`config.mk`:
```
export PLATFORM = sky130hd
export DESIGN_NAME = longmult_wb_sequencer
export DESIGN_NICKNAME = d
export VERILOG_FILES = /design/src/rtl/longmult_wb_sequencer.sv
export SDC_FILE = /design/constraint.sdc
export NUM_CORES = 1
export LEC_CHECK = 0
export CAP_MARGIN = 25
export CORE_ASPECT_RATIO = 0.75
export CORE_MARGIN = 2
export CORE_UTILIZATION = 25
export CTS_CLUSTER_DIAMETER = 100
export DETAILED_ROUTE_END_ITERATION = 6
export SLEW_MARGIN = 10
export SYNTH_ARGS = -nofsm -noshare
export SYNTH_HDL_FRONTEND = slang
export SYNTH_SLANG_ARGS = --single-unit
```
`constraint.sdc`:
```
create_clock -name clk -period 8 [get_ports clk]
set_clock_uncertainty 0.1 [all_clocks]
set_input_delay 1.6 -clock clk [delete_from_list [all_inputs] [get_ports clk]]
set_output_delay 1.6 -clock clk [all_outputs]
set_load 0.05 [all_outputs]
```
`src/rtl/longmult_wb_sequencer.sv`:
```
// longmult_wb_sequencer: launches the long multiply, adds the accumulator and retires RdLo then RdHi through banked write enables
module longmult_wb_sequencer (
  input  logic        clk,
  input  logic        reset,
  input  logic        StartE,
  input  logic        FlushE,
  input  logic        SignedE,
  input  logic        AccumulateE,
  input  logic        SetFlagsE,
  input  logic [3:0]  RdLoE,
  input  logic [3:0]  RdHiE,
  input  logic [11:0] StatusRegisterE,
  input  logic [31:0] AccLoE,
  input  logic [31:0] AccHiE,
  input  logic        MulDoneE,
  input  logic [63:0] ProductE,
  output logic        MulStartE,
  output logic        MulSignedE,
  output logic [31:0] WriteEnW,
  output logic [31:0] WriteDataW,
  output logic        FlagWrE,
  output logic        FlagNE,
  output logic        FlagZE,
  output logic        StallLM,
  output logic        BadDestE,
  output logic        DoneE
);
  typedef enum logic [1:0] {IDLE, WAIT_MUL, WB_LO, WB_HI} state_t;
  state_t      state;
  logic [3:0]  rd_lo, rd_hi;
  logic [4:0]  mode;
  logic        acc, set_flags;
  logic [63:0] acc_val, result, sum;
  logic        go;
  logic        unused_ok;
  // R13/R14 sit at a per-mode offset; FIQ also banks R8-R12, so every FIQ register from R8 up shifts by 16
  function automatic logic [31:0] bank(input logic [4:0] m, input logic [3:0] rd);
    logic [31:0] one;
    logic [4:0]  off;
    logic        ok;
    one = 32'h1;
    ok  = 1'b1;
    off = 5'd0;
    case (m)
      5'b10000, 5'b11111: off = 5'd0;
      5'b10011:           off = 5'd3;
      5'b10111:           off = 5'd5;
      5'b11011:           off = 5'd7;
      5'b10010:           off = 5'd9;
      5'b10001:           off = 5'd16;
      default:            ok  = 1'b0;
    endcase
    return (!ok || rd == 4'd15) ? 32'h0 :
           (rd < 4'd8 || (rd < 4'd13 && m != 5'b10001)) ? one << rd : one << ({1'b0, rd} + off);
  endfunction
  assign go         = state == IDLE && StartE && !FlushE;
  assign MulStartE  = go;
  assign MulSignedE = go & SignedE;
  assign StallLM    = go || state == WAIT_MUL || state == WB_LO;
  assign sum        = ProductE + (acc ? acc_val : 64'h0);
  assign unused_ok  = ^StatusRegisterE[11:5];
  // sequencer: capture, wait for product, then two registered write beats
  always_ff @(posedge clk) begin
    if (reset) begin
      state      <= IDLE;
      rd_lo      <= '0;
      rd_hi      <= '0;
      mode       <= '0;
      acc        <= 1'b0;
      set_flags  <= 1'b0;
      acc_val    <= '0;
      result     <= '0;
      WriteEnW   <= '0;
      WriteDataW <= '0;
      FlagWrE    <= 1'b0;
      FlagNE     <= 1'b0;
      FlagZE     <= 1'b0;
      BadDestE   <= 1'b0;
      DoneE      <= 1'b0;
    end else begin
      WriteEnW   <= '0;
      WriteDataW <= '0;
      FlagWrE    <= 1'b0;
      FlagNE     <= 1'b0;
      FlagZE     <= 1'b0;
      BadDestE   <= 1'b0;
      DoneE      <= 1'b0;
      case (state)
        IDLE: if (go) begin
          rd_lo     <= RdLoE;
          rd_hi     <= RdHiE;
          mode      <= StatusRegisterE[4:0];
          acc       <= AccumulateE;
          set_flags <= SetFlagsE;
          acc_val   <= {AccHiE, AccLoE};
          state     <= WAIT_MUL;
        end
        WAIT_MUL: if (FlushE) state <= IDLE;
        else if (MulDoneE) begin
          result     <= sum;
          WriteEnW   <= bank(mode, rd_lo);
          WriteDataW <= sum[31:0];
          BadDestE   <= rd_lo == 4'd15;
          state      <= WB_LO;
        end
        WB_LO: begin
          WriteEnW   <= bank(mode, rd_hi);
          WriteDataW <= result[63:32];
          BadDestE   <= rd_hi == 4'd15;
          DoneE      <= 1'b1;
          FlagWrE    <= set_flags;
          FlagNE     <= set_flags & result[63];
          FlagZE     <= set_flags & (result == 64'h0);
          state      <= WB_HI;
        end
        default: state <= IDLE;
      endcase
    end
  end
endmodule

```
**Yosys cells after proc, flatten, opt, wreduce, memory -nomap -nowiden**

Cells that the tools add are included.

- Logic and storage cells: 98
- Memories kept: 0
- Bits in writable memories: 0
- Bits in read-only memories: 0
- Latch bits: 0
- Input bits: 156
- Flip-flop bits (word level): 214
- Output and inout bits: 72

- Reductions and logical operators: 20
- Muxes and demuxes: 33
- Divide/modulo/power cells: 0
- $lt $le $gt $ge: 4
- Multiply operators: 0
- Eq/ne operators: 14
- Bitwise operators: 5
- Add/sub/neg operators: 3
- Shift-type cells: 4

Operators with widths:

| operator | count |
|---|---|
| 32-bit 2-to-1 mux | 8 |
| 32-bit case mux with 2 select lines | 2 |
| 64-bit adder | 1 |
| 64-bit zero test | 1 |
| 64-bit 2-to-1 mux | 1 |
| 1-bit by 4-bit << shifter with 32-bit output (first input constant) | 2 |
| 1-bit by 5-bit << shifter with 32-bit output (first input constant) | 2 |
| 5-bit == test (second input constant) | 7 |
| 5-bit 2-to-1 mux | 6 |
| 5-bit case mux with 5 select lines | 1 |
| 4-bit < comparator (second input constant) | 4 |
| 4-bit by 5-bit adder with 5-bit output | 2 |
| 1-bit 2-to-1 mux | 10 |
| 4-bit == test (second input constant) | 2 |
| 7-bit OR reduction | 1 |
| 1-bit logical OR | 6 |
| 2-bit 2-to-1 mux | 3 |
| 2-bit case mux with 3 select lines | 1 |
| 5-bit != test (second input constant) | 1 |
| 1-bit logical AND | 4 |
| 2-bit AND reduction | 2 |
| 1-bit AND | 3 |
| 1-bit zero test | 3 |
| 3-bit != test (second input constant) | 1 |
| other kinds (8) | 9 |

**Depth between registers and ports, before layout**

- Word-level depth: 13
- Gate-level depth with buffers: 16
- Depth with buffers taken out: 14

**Worst setup path before layout**

Ideal clock, no wire load.

- Path type: input -> output
- Start: input port FlushE
- End: output port MulSignedE
- Data required time: 6300 ps
- Arrival: 3413 ps
- Path buffers: 2
- Slack: 2887 ps
- Stages: 5
- Cell sequence: or3_1 -> clkbuf_1 -> inv_2 -> clkbuf_1 -> and2_1

- Longest elaborated chain between the ends: 3

RTL lines:

| item | RTL line | RTL |
|---|---|---|
| start, declared | 6 | `input logic FlushE,` |
| 1-bit zero test | 56 | `assign go = state == IDLE && StartE && !FlushE;` |
| 1-bit logical AND | 56 |  |
| net MulStartE | 17 | `output logic MulStartE,` |
| 1-bit AND | 58 | `assign MulSignedE = go & SignedE;` |
| end, declared | 18 | `output logic MulSignedE,` |

The timed path passes the listed nets, and every way through them passes these cells.

**Worst setup path in the final report**

- Start: input port StartE
- End: output port StallLM

- Longest elaborated chain between the ends: 4

RTL lines:

| item | RTL line | RTL |
|---|---|---|
| start, declared | 5 | `input logic StartE,` |
| 1-bit logical AND (2 in series) | 56 |  |
| 1-bit logical OR (2 in series) | 59 | `assign StallLM = go \|\| state == WAIT_MUL \|\| state == WB_LO;` |
| end, declared | 24 | `output logic StallLM,` |

Every way passes these cells.

==> flow_summary.toml <==
[placed_design]
dp_hpwl_um = 32980
pre_cts_ws_ps = 2391
portBuffers = 220
placed_cells = 2373
place_congestion = 0.8951

[yosys]
yosys.area.top_type_share_pct = 35.35
ys.flop_type = "dfxtp_1"
synth_edf_count = 0
synth_commonest_cells = "nand2_1 (346), a21oi_1 (245), dfxtp_1 (214), nor2_1 (89), clkbuf_1 (83)"
syn_area_per_cell_sq_um = 7.579
yosys.area_share.xor_xnor_pct = 4.264
synth_area_sq_um = 12120
yosys.area_share.simple_pct = 24.42
seq_area_frac_synth_pct = 35.35
synth.ff_latch_count = 214
synth-compound-area-share_pct = 23.55
synth_cell_types = 73
synth_top_family_by_area = "simple AND/OR/NAND/NOR gates"
yosys-mux-area-fraction_pct = 0.1652
synthTopCellsByArea = "dfxtp_1 (35%), nand2_1 (11%), a21oi_1 (10%)"
synth_fa_ha_area_share_pct = 8.156
synth_largest_area_cell = "dfxtp_1"
synth_warnings = 0
synth_nets = 1831
async_flop_share_pct = 0
synth_most_common_cell = "nand2_1"
syn_inst = 1599

[hold_path]
min-delay-start = "acc_val[30]"
whs_path_depth = 2
hold_path.class = "flop to flop"
hold_end = "acc_val[30]"

[cts]
cts_buffer_depth = 3
insertion_delay_ps = 550
clkSlewWorstSetupHoldPaths_ps = 50
cts_tree = "yes"
numClockSinks = 214
post_cts_resized = 0
htree_num_levels = 1
postCtsSetupBuffers = 0
root_buffer = "clkbuf_16"
cts_buffers = 27
cts_hold_buf = 0

[timing]
fin_setup_tns_ps = 0
drv_slew = 0
final-setup-viol-count = 0
min_period_ps = 5591
fin_crit_sh_pct = 69.88
rsz0062_at_grt = "false"
worst_slew_pin_slew_ps = 962.2
fmax_mhz = 178.9
slew_headroom_pct = 35.85
layout_setup_ws_ps = 2409
finalHoldViolCount = 0

[setup_path]
r2r_end = "WriteDataW[29]"
reg2reg_from = "acc"
crit_start = "StartE"
end_kind = "primary output"
critPathMaxStageDelay_ps = 840
crit_chain = "clkdlybuf4s50_1, inv_1, or3_2, inv_2, or3_1, clkdlybuf4s50_1"
worst_r2r_path_depth = 13
cp_slowest_cell = "clkdlybuf4s50_1"
cp_common_cell = "clkdlybuf4s50_1"
cp-start-kind = "primary input"
critical_path_arrival_ps = 3890
criticalPathCategory = "primary input to primary output"
path_max_fanout = 18
critical_path_required_ps = 6300
rrSetupSlack_ps = 3540

[global_route]
grtUsageMet2_pct = 24.80
grt_pass1_wl_um = 65970
antenna_found_initial = 1
globalRoute.totalOverflow = 0
use_met3_pct = 3.195
grt_max_degree = 84
grt_pass1_vias = 11490
grt_usage_pct = 16.57
grt_busiest_layer = "met2"
use_met1_pct = 24.31

[power]
p_leak_uw = 0.005952
peakVddDrop_mv = 0.1147
power_density_nw_per_um2 = 179.4

[layout]
drive_gt1_share_pct = 4.765
layout.nets = 1996
area_growth_pct = 30.26
diodes = 0
n_fill_cell = 5068
fin_util_pct = 33.13
fin_cells = 2423

[detailed_routing]
via_per_inst = 4.882
drc = 0
finalWirelength_um = 42440
drtIter0Drc = 848
drt-pass1-iter-count = 5
wire_per_inst_um = 17.52
num_vias = 11830
postRouteAntennaNets = 0

[flow_run]
maxCapViolations = 0

[floorplanning]
io_pins = 228
dieHeight_um = 194.7
die_x_um = 258.2
num_rows = 69
start_util_pct = 25.43
core_area_sq_um = 47660
die-area_sq_um = 50270

[outcome]
status = "finished clean"
==> registers in the layout (all words and copies together) (netlist names), 2 cells and up <==
register,count
acc_val,64
result,64
WriteDataW,32
WriteEnW,32
mode,5
rd_hi,4
rd_lo,4
state,2
==> area by class of cell <==
class                      count  area, sq um  area share, %
timing repair buffer         232         2285          14.47
sequential                   214         4284          27.14
tap                          639        799.5          5.065
clock buffer                  33        748.2          4.740
inverter                      31        116.4         0.7371
multi-input combinational   1258         7346          46.53
clock inverter                16        207.7          1.316
==> through the flow <==
| step | instance area (sq um) | hold WS (ps) | power (uW) |
|---|---|---|---|
| after global routing | 15790 | 363.7 | 2950 |
| after detailed placement | 14830 | 343.8 | 1551 |
| after floorplan | 12120 | 331.7 | 1382 |
| final | 15790 | 349.2 | 2832 |
| after global placement | 14810 | 341.9 | 1545 |
| after CTS | 15780 | 352.1 | 2870 |
==> routing by layer <==
metal	wire length, um	share of wire [%]	vias up
met3	2473	5.8	53
met4	966	2.3	0
met1	21370	50	5543
met2	17630	42	322
met5	0	0	-
li1	-	-	5910
==> worst max-delay path: cells and delay by family <==
| kind | cells | cell delay (ps) |
|---|---|---|
| simple gates | 2 | 590 |
| buf+inv | 4 | 1690 |
==> worst max-delay path by stage <==
stage	end	slack (ps)	cells after the start
finish	StallLM	2410	6
global route	StallLM	2310	6
CTS	StallLM	2380	6
detailed placement	StallLM	2390	6
global placement	StallLM	2390	6
floorplan	MulSignedE	2890	5
==> power by group <==
| part | leakage [uW] | internal, uW | total, uW | switching, uW |
|---|---|---|---|---|
| logic | 0.00375 | 159 | 390 | 231 |
| clock network | 0.000467 | 796 | 1300 | 509 |
| registers | 0.00173 | 1110 | 1140 | 30.9 |
==> cell families (layout without fill, tap and decap cells) <==
family / count (synthesis) / after routing
AOI/OAI and AO/OA: 469 / 469
xor gates and xnor gates: 59 / 59
adders and majority gates: 79 / 79
buffers and inverters: 127 / 312
DFF: 214 / 214
muxes: 2 / 2
and+or+nand+nor: 649 / 649
==> placed cells by master, fill, tap and decap left out, drive strengths merged, types with 16 or more instances in the layout <==
cell,synthesis,routed
nor4,25,25
a21oi,246,246
dfxtp,214,214
xnor2,37,37
a21o,34,34
ha,75,75
nand2,347,347
nand3,31,31
xor2,22,22
clkbuf,86,33
and2,74,74
a22oi,33,33
clkdlybuf4s50,0,219
inv,31,32
nor2,89,89
o21ai,58,58
nor3,16,16
Note: power is estimated with default switching activity, not from simulation.
